File: config.mk
export PLATFORM = sky130hd
export DESIGN_NAME = bool_op_arbiter
export DESIGN_NICKNAME = d
export VERILOG_FILES = /design/src/rtl/bool_op_arbiter.sv
export SDC_FILE = /design/constraint.sdc
export NUM_CORES = 1
export LEC_CHECK = 0
export BUFFER_PORTS_ARGS = -buffer_cell sky130_fd_sc_hd__buf_2
export CELL_PAD_IN_SITES_DETAIL_PLACEMENT = 0
export CELL_PAD_IN_SITES_GLOBAL_PLACEMENT = 2
export CORE_MARGIN = 3
export CORE_UTILIZATION = 30
export CTS_CLUSTER_SIZE = 20
export DETAILED_ROUTE_END_ITERATION = 10
export GPL_ROUTABILITY_DRIVEN = 1
export PLACE_DENSITY = 0.81
export SLEW_MARGIN = 20
export SYNTH_ARGS = -nofsm -noshare
export SYNTH_HDL_FRONTEND = slang
export SYNTH_SLANG_ARGS = --single-unit
File: constraint.sdc
create_clock -name clk_i -period 1.7 [get_ports clk_i]
set_clock_uncertainty 0.15 [all_clocks]
set_input_delay 0.17 -clock clk_i [delete_from_list [all_inputs] [get_ports clk_i]]
set_output_delay 0.17 -clock clk_i [all_outputs]
set_load 0.02 [all_outputs]
File: src/rtl/bool_op_arbiter.sv
// Two-requester boolean operation unit with round-robin tie break.
// IDLE grants, EXEC evaluates, RESP holds the result until accepted.
module bool_op_arbiter #(
    parameter int WIDTH = 8
) (
    input  logic             clk_i,
    input  logic             rst_ni,
    input  logic [1:0]       req_valid_i,
    output logic [1:0]       req_ready_o,
    input  logic [WIDTH-1:0] req0_a_i,
    input  logic [WIDTH-1:0] req0_b_i,
    input  logic [WIDTH-1:0] req1_a_i,
    input  logic [WIDTH-1:0] req1_b_i,
    input  logic [1:0]       req0_op_i,
    input  logic [1:0]       req1_op_i,
    output logic             res_valid_o,
    input  logic             res_ready_i,
    output logic             res_data_o,
    output logic             res_id_o,
    output logic             res_err_o,
    output logic             busy_o,
    output logic [15:0]      op_count_o
);

    localparam logic [1:0] IDLE = 2'd0;
    localparam logic [1:0] EXEC = 2'd1;
    localparam logic [1:0] RESP = 2'd2;

    localparam logic [1:0] OP_AND = 2'b00;
    localparam logic [1:0] OP_OR  = 2'b01;
    localparam logic [1:0] OP_NOT = 2'b10;

    logic [1:0]       state_q, state_d;
    logic             ptr_q, ptr_d;
    logic [WIDTH-1:0] a_q, a_d;
    logic [WIDTH-1:0] b_q, b_d;
    logic [1:0]       op_q, op_d;
    logic             id_q, id_d;
    logic             data_q, data_d;
    logic             rid_q, rid_d;
    logic             err_q, err_d;
    logic [15:0]      cnt_q, cnt_d;

    logic             gnt_any;
    logic             gnt_id;
    logic             a_nz;
    logic             b_nz;

    // Grant: single valid wins outright, a tie goes to the pointer.
    always_comb begin
        gnt_any = |req_valid_i;
        gnt_id  = (&req_valid_i) ? ptr_q : req_valid_i[1];
        req_ready_o = 2'b00;
        if (state_q == IDLE && gnt_any) begin
            req_ready_o = gnt_id ? 2'b10 : 2'b01;
        end
    end

    assign a_nz = |a_q;
    assign b_nz = |b_q;

    // Next-state, capture, evaluation and completion bookkeeping.
    always_comb begin
        state_d = state_q;
        ptr_d   = ptr_q;
        a_d     = a_q;
        b_d     = b_q;
        op_d    = op_q;
        id_d    = id_q;
        data_d  = data_q;
        rid_d   = rid_q;
        err_d   = err_q;
        cnt_d   = cnt_q;
        case (state_q)
            IDLE: begin
                if (gnt_any) begin
                    a_d     = gnt_id ? req1_a_i  : req0_a_i;
                    b_d     = gnt_id ? req1_b_i  : req0_b_i;
                    op_d    = gnt_id ? req1_op_i : req0_op_i;
                    id_d    = gnt_id;
                    state_d = EXEC;
                end
            end
            EXEC: begin
                rid_d = id_q;
                err_d = 1'b0;
                case (op_q)
                    OP_AND:  data_d = a_nz & b_nz;
                    OP_OR:   data_d = a_nz | b_nz;
                    OP_NOT:  data_d = ~a_nz;
                    default: begin
                        data_d = 1'b0;
                        err_d  = 1'b1;
                    end
                endcase
                state_d = RESP;
            end
            RESP: begin
                if (res_ready_i) begin
                    ptr_d   = ~rid_q;
                    cnt_d   = cnt_q + 16'd1;
                    state_d = IDLE;
                end
            end
            default: state_d = IDLE;
        endcase
    end

    // State registers; reset abandons any in-flight operation.
    always_ff @(posedge clk_i or negedge rst_ni) begin
        if (!rst_ni) begin
            state_q <= IDLE;
            ptr_q   <= 1'b0;
            a_q     <= '0;
            b_q     <= '0;
            op_q    <= 2'b00;
            id_q    <= 1'b0;
            data_q  <= 1'b0;
            rid_q   <= 1'b0;
            err_q   <= 1'b0;
            cnt_q   <= 16'd0;
        end else begin
            state_q <= state_d;
            ptr_q   <= ptr_d;
            a_q     <= a_d;
            b_q     <= b_d;
            op_q    <= op_d;
            id_q    <= id_d;
            data_q  <= data_d;
            rid_q   <= rid_d;
            err_q   <= err_d;
            cnt_q   <= cnt_d;
        end
    end

    assign res_valid_o = (state_q == RESP);
    assign res_data_o  = data_q;
    assign res_id_o    = rid_q;
    assign res_err_o   = err_q;
    assign busy_o      = (state_q != IDLE);
    assign op_count_o  = cnt_q;

endmodule

==> results of run 1 <==
==> stage by stage <==
step                setup slack [ns]   TNS, ns  total power [mW]
finish                        0.0343         0              4.20
CTS                         -0.00394  -0.00394              4.01
global route                 -0.0334    -0.157              4.51
global placement               0.124         0              2.90
detailed placement            0.0740         0              2.92
floorplan                      0.102         0              2.39
==> final timing paths <==
path                                 from              to  slack (ns)  depth (start not counted)
setup reg to reg               state_q[1]   op_count_o[6]        0.04                          6
min in group asynchronous          rst_ni          a_q[2]        0.19                          2
hold reg to reg            op_count_o[15]  op_count_o[15]        0.32                          1
hold / removal             req_valid_i[0]      state_q[0]        0.18                          4
max in group asynchronous          rst_ni      state_q[0]        0.73                          3
setup / recovery               state_q[0]  req_ready_o[1]        0.03                          4
==> cell usage in the layout, fill, tap and decap left out, drive strengths merged, types with 2 or more instances in the layout <==
cell and n:
nand3 3, a31oi 2, xor2 6, and3 3
clkbuf 6, nand2 17, buf 83, dfrtp 41
nand4 6, o21ai 4, nand2b 3, dlygate4sd3 38
xnor2 9, nor4 6, nor2 6, bufinv 2
inv 24, a222oi 18
==> repair_timing <==
item                                    4_1_cts  5_1_grt
setup buffers                                 3        9
endpoints found under the setup margin        2        8
hold buffers                                 38        0
resized for setup                             7       10
pin swaps                                     0        9
endpoints found under the hold margin        51        0
cloned                                        0        1
==> cells by family (layout without fill, tap and decap cells) <==
group,count (synthesis),after routing
AND/OR/NAND/NOR,51,51
flip-flops,41,41
buffers and inverters,30,154
AO/OA/AOI/OAI,26,26
XOR/XNOR,15,15
adder cells (fa/ha/maj),1,1
==> critical path: stages (launching register included) <==
cell	delay (ns)
dfrtp_2	0.45
nor2_4	0.13
and3_4	0.22
buf_12	0.14
buf_8	0.11
==> flip-flops by register name, indices dropped and copies added (netlist names) <==
register    flops
op_count_o     16
res_id_o        1
id_q            1
state_q         2
b_q             8
a_q             8
ptr_q           1
op_q            2
res_err_o       1
res_data_o      1
==> area by class of cell <==
type                    instances  area (um2)  share of cell area, %
repair buffers                122         965                   32.0
multi-input cells              93         713                   23.6
flip-flops and latches         41        1030                   34.0
well taps                      72        90.1                   2.98
inverters                      24        90.1                   2.98
clock inverters                 3        65.1                   2.15
clock buffers                   5        68.8                   2.28
==> metal layers <==
metal / wire length, um / GRT usage, %
met4: 136 / 6.29
met3: 258 / 2.76
met1: 2210 / 19.0
met2: 2630 / 24.0
met5: 0 / 0
==> power by group through the flow <==
stage / logic (mW) / registers [mW] / clock network, mW
2_1_floorplan: 0.780 / 1.61 / 0
3_3_place_gp: 1.33 / 1.58 / 0
3_5_place_dp: 1.34 / 1.58 / 0
4_1_cts: 1.50 / 1.57 / 0.946
5_1_grt: 1.87 / 1.63 / 1.00
6_report: 1.69 / 1.58 / 0.927
==> metrics.md, run 1 <==
| Metric | Value |
|---|---|
| Longest Clk Path Bufs | 2 |
| Synth Area in Simple Gates | 15.6% |
| Fin cells | 360 |
| Final setup viols | 0 |
| Synth Register Bits | 41 |
| Drt pass-1 iters | 5 |
| Worst-path maximum fanout | 10 |
| Clk Latency, worst-skew pair | 0.29 ns |
| Most common cell in the netlist | dfrtp_1 |
| Routability Congestion | 0.704 |
| Max Freq | 600 MHz |
| Netlist Area Pre-Place | 1800 um2 |
| Layout cells sized above 1 | 35.4% |
| Power share of the clock group | 22.1% |
| Synth cell types | 28 |
| Die extent in y | 83.5 um |
| Max_cap viols | 0 |
| Starting Density | 31.9% |
| Cell Area, Placed | 2290 um2 |
| Element type at the critical path start | register |
| Initial antenna violation count | 0 |
| Crit path kind | reg2out |
| Routed WL | 5.23 mm |
| Area grow syn2layout | 67.6% |
| Seq/Total Area, Yosys | 56.9% |
| Top-Level Pins | 64 |
| Status | complete, no violations |
| Post-detail-place hpwl | 3.25 mm |
| Util after Layout | 53.5% |
| Most instantiated cells after synthesis | 41 x dfrtp_1, 24 x inv_1, 18 x a222oi_1 |
| Min Clock Period, post-route | 1.67 ns |
| Clock transition at the registers of the reported paths | 0.08 ns |
| CP Capture Type | primary output |
| Vias in the first global route | 1705 |
| Worst slew pin tran | 0.479 ns |
| Switch Pwr | 1.42 mW |
| Routed Antenna Nets | 0 |
| Synth warn | 0 |
| Power per standard cell area | 1390 nW/um2 |
| Ys flop type | dfrtp_1 |
| Synth Area in Adders | 0.694% |
| Clock buffer count from CTS | 5 |
| Synth area leaders | dfrtp_1 57%, a222oi_1 10%, inv_1 5.0% |
| Slew Viols, Final | 0 |
| Hold WC Path Type | in2reg |
| Final worst-path cycle share | 98.0% |
| Max transition margin | 67.7% |
| Via count | 1739 |
| CTS sink count | 41 |
| WHS | 0.184 ns |
| Wire length per cell | 14.5 um |
| Comb pwr share | 40.3% |
| Mux share of post-synthesis cell area | 0% |
| Hold violation count in the final report | 0 |
| Std cell rows | 27 |
| Layout net count | 329 |
| Vias per cell | 4.83 |
| Post-route DRC | 0 |
| Async set-or-reset flop fraction in the synthesized netlist | 100% |
| FILL cells | 512 |
| Synth top area share | 56.9% |
| Mapped Avg Cell Area | 11.0 um2 |
| Xor/xnor cell area share of the yosys netlist | 7.29% |
| First-pass GRT wire length | 8.24 mm |
| Largest net degree at the start of global routing | 26 |
| VDD IR max | 0.741 mV |
| Sw Ratio | 33.8% |
| Die Area | 6970 um2 |
| Placed cell count | 301 |
| Die W | 83.5 um |
| Worst Path Arrival | 1.35 ns |
| Post-synthesis compound-gate area fraction | 12.7% |
| Port Buffers | 63 |
| GR Util All Layers | 14.7% |
| Antenna Cells | 0 |
| Core region area | 5640 um2 |
| CP required | 1.38 ns |
| Seq pwr share | 37.7% |
| Initial DRC Count | 106 |
| EDFF count, synth | 0 |
| Cell area after layout | 3020 um2 |
| Synth area leader | dfrtp_1 |
| Internal | 2.78 mW |
| Mapped Cells | 164 |
| Largest family of logic cells by synthesized area | simple AND/OR/NAND/NOR gates |
| Post-synthesis net count | 206 |
| Total gr overflow | 0 |
| CTS tree | built |
| Leak pwr | 1.59 nW |
| RSZ-0062 raised after global routing | true |
| Root buf cell | clkbuf_8 |
| H-Tree Depth | 2 |
No activity file was read; power rests on OpenSTA's default activity.
==> inputs of run 2 (changes only) <==
--- a/config.mk
+++ b/config.mk
@@ -14,6 +14,7 @@
 export DETAILED_ROUTE_END_ITERATION = 10
 export GPL_ROUTABILITY_DRIVEN = 1
 export PLACE_DENSITY = 0.81
+export SETUP_SLACK_MARGIN = 0.05
 export SLEW_MARGIN = 20
 export SYNTH_ARGS = -nofsm -noshare
 export SYNTH_HDL_FRONTEND = slang
==> run 2 against run 1 <==
Die area unchanged. Sequential power increased by 3%. Register-to-register slack gained 0.02 ns. Final cell count rose by 1.4%.
==> metrics.md, run 2 (synthesis results as in run 1) <==
| Metric | Value |
|---|---|
| Comb pwr share | 43.0% (was 40.3%) |
| Die extent in y | 83.5 um (unchanged) |
| Std cell rows | 27 (unchanged) |
| CTS tree | built (unchanged) |
| Util after Layout | 56.0% (was 53.5%) |
| GR Util All Layers | 15.1% (was 14.7%) |
| Drt pass-1 iters | 6 (was 5) |
| Sw Ratio | 34.6% (was 33.8%) |
| Die Area | 6970 um2 (unchanged) |
| Max transition margin | 72.7% (was 67.7%) |
| Longest Clk Path Bufs | 2 (unchanged) |
| FILL cells | 481 (was 512) |
| Overall Power | 4.50 mW (was 4.20 mW) |
| Initial antenna violation count | 0 (unchanged) |
| Hold violation count in the final report | 0 (unchanged) |
| Largest net degree at the start of global routing | 26 (unchanged) |
| Leak pwr | 1.67 nW (was 1.59 nW) |
| Fin cells | 365 (was 360) |
| Total gr overflow | 0 (unchanged) |
| Hold WC Path Type | in2async (was in2reg) |
| Routed Antenna Nets | 0 (unchanged) |
| Vias in the first global route | 1740 (was 1705) |
| Post-detail-place hpwl | 3.25 mm (unchanged) |
| CTS sink count | 41 (unchanged) |
| Final setup viols | 0 (unchanged) |
| Final worst-path cycle share | 97.1% (was 98.0%) |
| Setup TNS | 0 ns (unchanged) |
| Reg2reg setup slack | 0.06 ns (was 0.04 ns) |
| Internal | 2.94 mW (was 2.78 mW) |
| Largest register FFs | 16 (unchanged) |
| Core region area | 5640 um2 (unchanged) |
| Seq. cell area | 1030 um2 (unchanged) |
| R2r worst-path depth | 6 (unchanged) |
| VDD IR max | 0.693 mV (was 0.741 mV) |
| Max_cap viols | 0 (unchanged) |
| Slew Viols, Final | 0 (unchanged) |
| Top-Level Pins | 64 (unchanged) |
| Most common cell after layout, fill and taps aside | buf_2 (unchanged) |
| First-pass GRT wire length | 8.43 mm (was 8.24 mm) |
| Clock buffer count from CTS | 5 (unchanged) |
| Most frequent cells in the layout | 60 x buf_2, 40 x dfrtp_1, 38 x dlygate4sd3_1 (unchanged) |
| CP Capture Type | primary output (unchanged) |
| Die W | 83.5 um (unchanged) |
| Initial DRC Count | 187 (was 106) |
| Global Route met2 Usage | 24.3% (was 24.0%) |
| Worst Path Arrival | 1.33 ns (was 1.35 ns) |
| Power share of the clock group | 20.9% (was 22.1%) |
| Min Clock Period, post-route | 1.65 ns (was 1.67 ns) |
| Element type at the critical path start | register (unchanged) |
| Routed WL | 5.70 mm (was 5.23 mm) |
| Starting Density | 31.9% (unchanged) |
| Vias per cell | 4.98 (was 4.83) |
| Port Buffers | 63 (unchanged) |
| Worst slew pin tran | 0.409 ns (was 0.479 ns) |
| Power per standard cell area | 1420 nW/um2 (was 1390 nW/um2) |
| Seq pwr share | 36.1% (was 37.7%) |
| Grt met1 use | 19.7% (was 19.0%) |
| Status | complete, no violations (unchanged) |
| Placed cell count | 301 (unchanged) |
| Routability Congestion | 0.704 (unchanged) |
| GR Layer Usage met3 | 2.86% (was 2.76%) |
| Clock transition at the registers of the reported paths | 0.08 ns (about the same) |
| Clk Latency, worst-skew pair | 0.30 ns (was 0.29 ns) |
| Switch Pwr | 1.56 mW (was 1.42 mW) |
| Via count | 1817 (was 1739) |
| H-Tree Depth | 2 (unchanged) |
| Crit path kind | reg2out (unchanged) |
| Root buf cell | clkbuf_8 (unchanged) |
| Busiest grt layer | met2 (unchanged) |
| Layout cells sized above 1 | 38.9% (was 35.4%) |
| Multi-input logic area | 764 um2 (was 713 um2) |
| CP required | 1.38 ns (about the same) |
| Max Freq | 606 MHz (was 600 MHz) |
| Placement Setup Slack | 0.0740 ns (unchanged) |
| Antenna Cells | 0 (unchanged) |
| RSZ-0062 raised after global routing | true (unchanged) |
| Worst-path maximum fanout | 5 (was 10) |
| Area grow syn2layout | 75.4% (was 67.6%) |
| Layout net count | 334 (was 329) |
| Wire length per cell | 15.6 um (was 14.5 um) |
| Worst setup slack after layout | 0.0492 ns (was 0.0343 ns) |
| Post-route DRC | 0 (unchanged) |
-- run 2: cell types whose count changed in the layout (fill, tap and decap cells not counted), moves of 2 or more --
cell	before	now
buf_6	1	9
buf_12	6	3
buf_4	15	12
nor4_1	3	0
nor4_2	1	4
clkbuf_16	1	3
-- run 2: path summary, 6_finish.rpt --
kind,start,end
setup reg to reg,state_q[0],op_count_o[7]
hold reg to reg,op_count_o[15],op_count_o[15]
max in group asynchronous,rst_ni,state_q[0]
min in group clk_i,req_valid_i[1],state_q[0]
hold / removal,rst_ni,a_q[2]
setup / recovery,state_q[1],req_ready_o[1]
-- run 2: per-layer routing --
| layer | wire length (um) | part of all wire (%) | up-vias |
|---|---|---|---|
| met1 | 2460 | 43 | 879 |
| met5 | 0 | 0 | - |
| met3 | 268 | 4.7 | 11 |
| li1 | - | - | 856 |
| met4 | 123 | 2.2 | 0 |
| met2 | 2850 | 50 | 71 |
-- run 2: power groups by stage --
stage | clock (mW) | combinational (mW) | sequential [mW]
floorplan | 0 | 0.780 | 1.61
global placement | 0 | 1.33 | 1.58
detailed placement | 0 | 1.34 | 1.58
CTS | 0.946 | 1.61 | 1.57
global route | 1.01 | 2.11 | 1.66
finish | 0.939 | 1.94 | 1.63
-- run 2: final cells by class --
class,count,share of cell area [%]
clock buffer,5,2.18
inverter,24,2.85
tap,72,2.85
multi-input combinational,93,24.2
timing repair buffer,127,33.4
clock inverter,3,2.06
sequential,41,32.5
-- run 2: critical path: stages (launching register included) --
cell and delay [ns]:
dfrtp_1 0.43, nor2_4 0.14, and3_4 0.23, buf_12 0.13, buf_8 0.10
-- run 2: stage by stage --
step           hold WS [ns]  instance area (um2)
6_report              0.180                 3160
5_1_grt               0.191                 3160
4_1_cts               0.167                 2910
3_5_place_dp        -0.0248                 2290
3_3_place_gp        -0.0232                 2290
2_1_floorplan        -0.276                 1800
-- run 2: what timing repair did --
item,in CTS,in global routing
buffers inserted,6,8
hold buffers,38,0
cloned,1,4
endpoints found under the hold margin,51,0
pin swaps,2,14
endpoints found under the setup margin,2,26
gates resized for setup,7,30
==> inputs of run 3 (changes only) <==
--- a/config.mk
+++ b/config.mk
@@ -6,14 +6,15 @@
 export NUM_CORES = 1
 export LEC_CHECK = 0
 export BUFFER_PORTS_ARGS = -buffer_cell sky130_fd_sc_hd__buf_2
-export CELL_PAD_IN_SITES_DETAIL_PLACEMENT = 0
+export CELL_PAD_IN_SITES_DETAIL_PLACEMENT = 1
 export CELL_PAD_IN_SITES_GLOBAL_PLACEMENT = 2
 export CORE_MARGIN = 3
-export CORE_UTILIZATION = 30
+export CORE_UTILIZATION = 28
+export CTS_BUF_LIST = sky130_fd_sc_hd__clkbuf_8
 export CTS_CLUSTER_SIZE = 20
 export DETAILED_ROUTE_END_ITERATION = 10
 export GPL_ROUTABILITY_DRIVEN = 1
-export PLACE_DENSITY = 0.81
+export PLACE_DENSITY = 0.79
 export SETUP_SLACK_MARGIN = 0.05
 export SLEW_MARGIN = 20
 export SYNTH_ARGS = -nofsm -noshare
==> constraint.sdc (replaced) <==
create_clock -name clk_i -period 1.41 [get_ports clk_i]
set_clock_uncertainty 0.15 [all_clocks]
set_input_delay 0.141 -clock clk_i [delete_from_list [all_inputs] [get_ports clk_i]]
set_output_delay 0.141 -clock clk_i [all_outputs]
set_load 0.02 [all_outputs]
==> run 3 against run 2 <==
The run now ends with negative setup slack left. Total power rose by 23%. First-iteration DRC count fell by 47%. Non-clock buffer count rose by 17. Critical path depth fell by 1.
==> metrics.md, run 3 (synthesis results as in run 1) <==
| Metric | Value |
|---|---|
| Clock transition at the registers of the reported paths | 0.08 ns (about the same) |
| GR Util All Layers | 18.9% (was 15.1%) |
| Vias per cell | 4.96 (was 4.98) |
| Std cell rows | 28 (was 27) |
| Top layer in use | met4 (unchanged) |
| VDD IR max | 0.861 mV (was 0.693 mV) |
| WP depth | 3 (was 4) |
| Failing checks | negative setup slack |
| Layout net count | 352 (was 334) |
| CTS tree | built (unchanged) |
| Internal | 3.47 mW (was 2.94 mW) |
| CTS sink count | 41 (unchanged) |
| Hold violation count in the final report | 0 (unchanged) |
| Switch Pwr | 2.08 mW (was 1.56 mW) |
| Leak pwr | 1.77 nW (was 1.67 nW) |
| Longest Clk Path Bufs | 2 (unchanged) |
| Post-route DRC | 0 (unchanged) |
| Top-Level Pins | 64 (unchanged) |
| Vias in the first global route | 2140 (was 1740) |
| Worst setup slack after layout | -0.194 ns (was 0.0492 ns) |
| Seq pwr share | 35.4% (was 36.1%) |
| Min Clock Period, post-route | 1.60 ns |
| Wire length per cell | 18.5 um (was 15.6 um) |
| Starting Density | 29.7% (was 31.9%) |
| Root buf cell | clkbuf_8 (unchanged) |
| Max Freq | 623 MHz |
| Area grow syn2layout | 84.5% (was 75.4%) |
| Initial antenna violation count | 0 (unchanged) |
| Max_cap viols | 0 (unchanged) |
| CP Capture Type | primary output (unchanged) |
| Die extent in y | 86.2 um (was 83.5 um) |
| Crit path cell chain | nor2_4 > and3_4 > buf_8 (was nor2_4 > and3_4 > buf_12 > buf_8) |
| Routed met2 length | 4.00 mm (was 2.85 mm) |
| Most common cell after layout, fill and taps aside | buf_2 (unchanged) |
| Sw Ratio | 37.5% (was 34.6%) |
| Routability Congestion | 0.684 (was 0.704) |
| Final setup viols | 35 (was 0) |
| Routed Antenna Nets | 0 (unchanged) |
| Worst Path Arrival | 1.31 ns (was 1.33 ns) |
| Status | complete, but fails checks (was complete, no violations) |
| Die Area | 7430 um2 (was 6970 um2) |
| RSZ-0062 raised after global routing | true (unchanged) |
| Hold WC Path Type | in2reg (was in2async) |
| CP required | 1.12 ns (was 1.38 ns) |
| Largest net degree at the start of global routing | 42 (was 26) |
| Worst R2R Start | state_q[0] (unchanged) |
| Hold path depth | 4 |
| Via count | 1914 (was 1817) |
| Layout cells sized above 1 | 49.2% (was 38.9%) |
| Met1 Wirelength | 2.72 mm (was 2.46 mm) |
| Worst-path maximum fanout | 4 (was 5) |
| Comb pwr share | 48.8% (was 43.0%) |
| Slowest cell on the critical path | dfrtp_2 (was dfrtp_1) |
| Initial DRC Count | 99 (was 187) |
| Setup crit start | state_q[0] (was state_q[1]) |
| Crit path kind | reg2out (unchanged) |
| Slew Viols, Final | 0 (unchanged) |
| H-Tree Depth | 2 (unchanged) |
| Clock buffer count from CTS | 5 (unchanged) |
| Setup TNS | -4.71 ns (was 0 ns) |
| Most frequent cells in the layout | 59 x buf_2, 38 x dlygate4sd3_1, 31 x dfrtp_1 (was 60 x buf_2, 40 x dfrtp_1, 38 x dlygate4sd3_1) |
| Largest register FFs | 16 (unchanged) |
| Routed WL | 7.15 mm (was 5.70 mm) |
| Die W | 86.2 um (was 83.5 um) |
| Drt pass-1 iters | 7 (was 6) |
| Total gr overflow | 0 (unchanged) |
| Max transition margin | 77.0% (was 72.7%) |
| Reg2reg setup slack | -0.19 ns (was 0.06 ns) |
| Clk Latency, worst-skew pair | 0.30 ns (about the same) |
| Final worst-path cycle share | 114% |
| Core region area | 6060 um2 (was 5640 um2) |
| Port Buffers | 63 (unchanged) |
| Power share of the clock group | 15.7% (was 20.9%) |
| Util after Layout | 54.9% (was 56.0%) |
| First-pass GRT wire length | 10.8 mm (was 8.43 mm) |
| Antenna Cells | 0 (unchanged) |
| Hold Startpoint | res_ready_i |
| Routed wl met3 | 251 um (was 268 um) |
| Worst slew pin tran | 0.344 ns (was 0.409 ns) |
| CP bufs+invs | 1 (was 2) |
| Element type at the critical path start | register (unchanged) |
| Power per standard cell area | 1670 nW/um2 (was 1420 nW/um2) |
| Largest delay share family, worst path | flip-flops (unchanged) |
| Crit path largest cell delay | 0.45 ns (was 0.43 ns) |
| R2r worst-path depth | 6 (unchanged) |
| Post-detail-place hpwl | 3.70 mm (was 3.25 mm) |
## run 3: cell types whose count changed in the layout (fill, tap and decap cells not counted), moves of 3 or more
cell / change
xnor2_1: -4
buf_4: +15
xnor2_2: +4
dfrtp_1: -9
buf_6: +5
nand2_1: -4
nor2_2: +3
dfrtp_2: +9
## run 3: power by group through the flow
stage | Sequential [mW] | Clock [mW] | Combinational, mW
4_1_cts | 1.91 | 0.881 | 2.42
3_3_place_gp | 1.88 | 0 | 1.92
5_1_grt | 2.02 | 0.950 | 2.94
6_report | 1.97 | 0.873 | 2.71
3_5_place_dp | 1.90 | 0 | 1.97
2_1_floorplan | 1.98 | 0 | 1.02
## run 3: worst register-to-register path, cell delays in order, from the launching register on
cell,delay (ns)
dfrtp_2,0.45
nor2_4,0.16
buf_6,0.13
o21ai_4,0.07
clkbuf_16,0.17
a222oi_1,0.26
inv_1,0.09
## run 3: path summary, 6_finish.rpt
| check | endpoint |
|---|---|
| min in group asynchronous | a_q[6] |
| min | op_count_o[0] |
| max in group asynchronous | op_count_o[7] |
| min reg2reg | op_count_o[15] |
| max | req_ready_o[0] |
| max reg2reg | b_q[3] |
## run 3: cell type report
class,instances,area (um2)
multi-input combinational,94,850
tap,75,93.8
fill,658,2740
timing repair buffer,144,1150
sequential,41,1040
inverter,24,90.1
clock buffer,7,96.3
clock inverter,1,5.00
## run 3: per-layer routing
| metal | up-vias | GRT usage, % |
|---|---|---|
| li1 | 886 | - |
| met1 | 961 | 21.8 |
| met2 | 50 | 34.5 |
| met3 | 17 | 3.52 |
| met4 | 0 | 7.65 |
| met5 | - | 0 |
## run 3: repair_timing
action,4_1_cts,5_1_grt
buffers inserted,11,5
gates cloned,1,1
pin swaps,24,14
setup endpoints to repair,31,40
hold buffers,38,0
resized for setup,26,27
hold endpoints to repair,60,0
## run 3: metrics by stage
step                setup WS [ns]  std cells  hold slack, ns  power [mW]  area [um2]
floorplan                 -0.0868        164          -0.305        3.00        1870
global placement           -0.107        325         -0.0185        3.80        2480
detailed placement         -0.171        325         -0.0162        3.87        2480
CTS                        -0.184        382           0.152        5.21        3150
global route               -0.268        386           0.211        5.91        3320
finish                     -0.194        386           0.174        5.55        3320
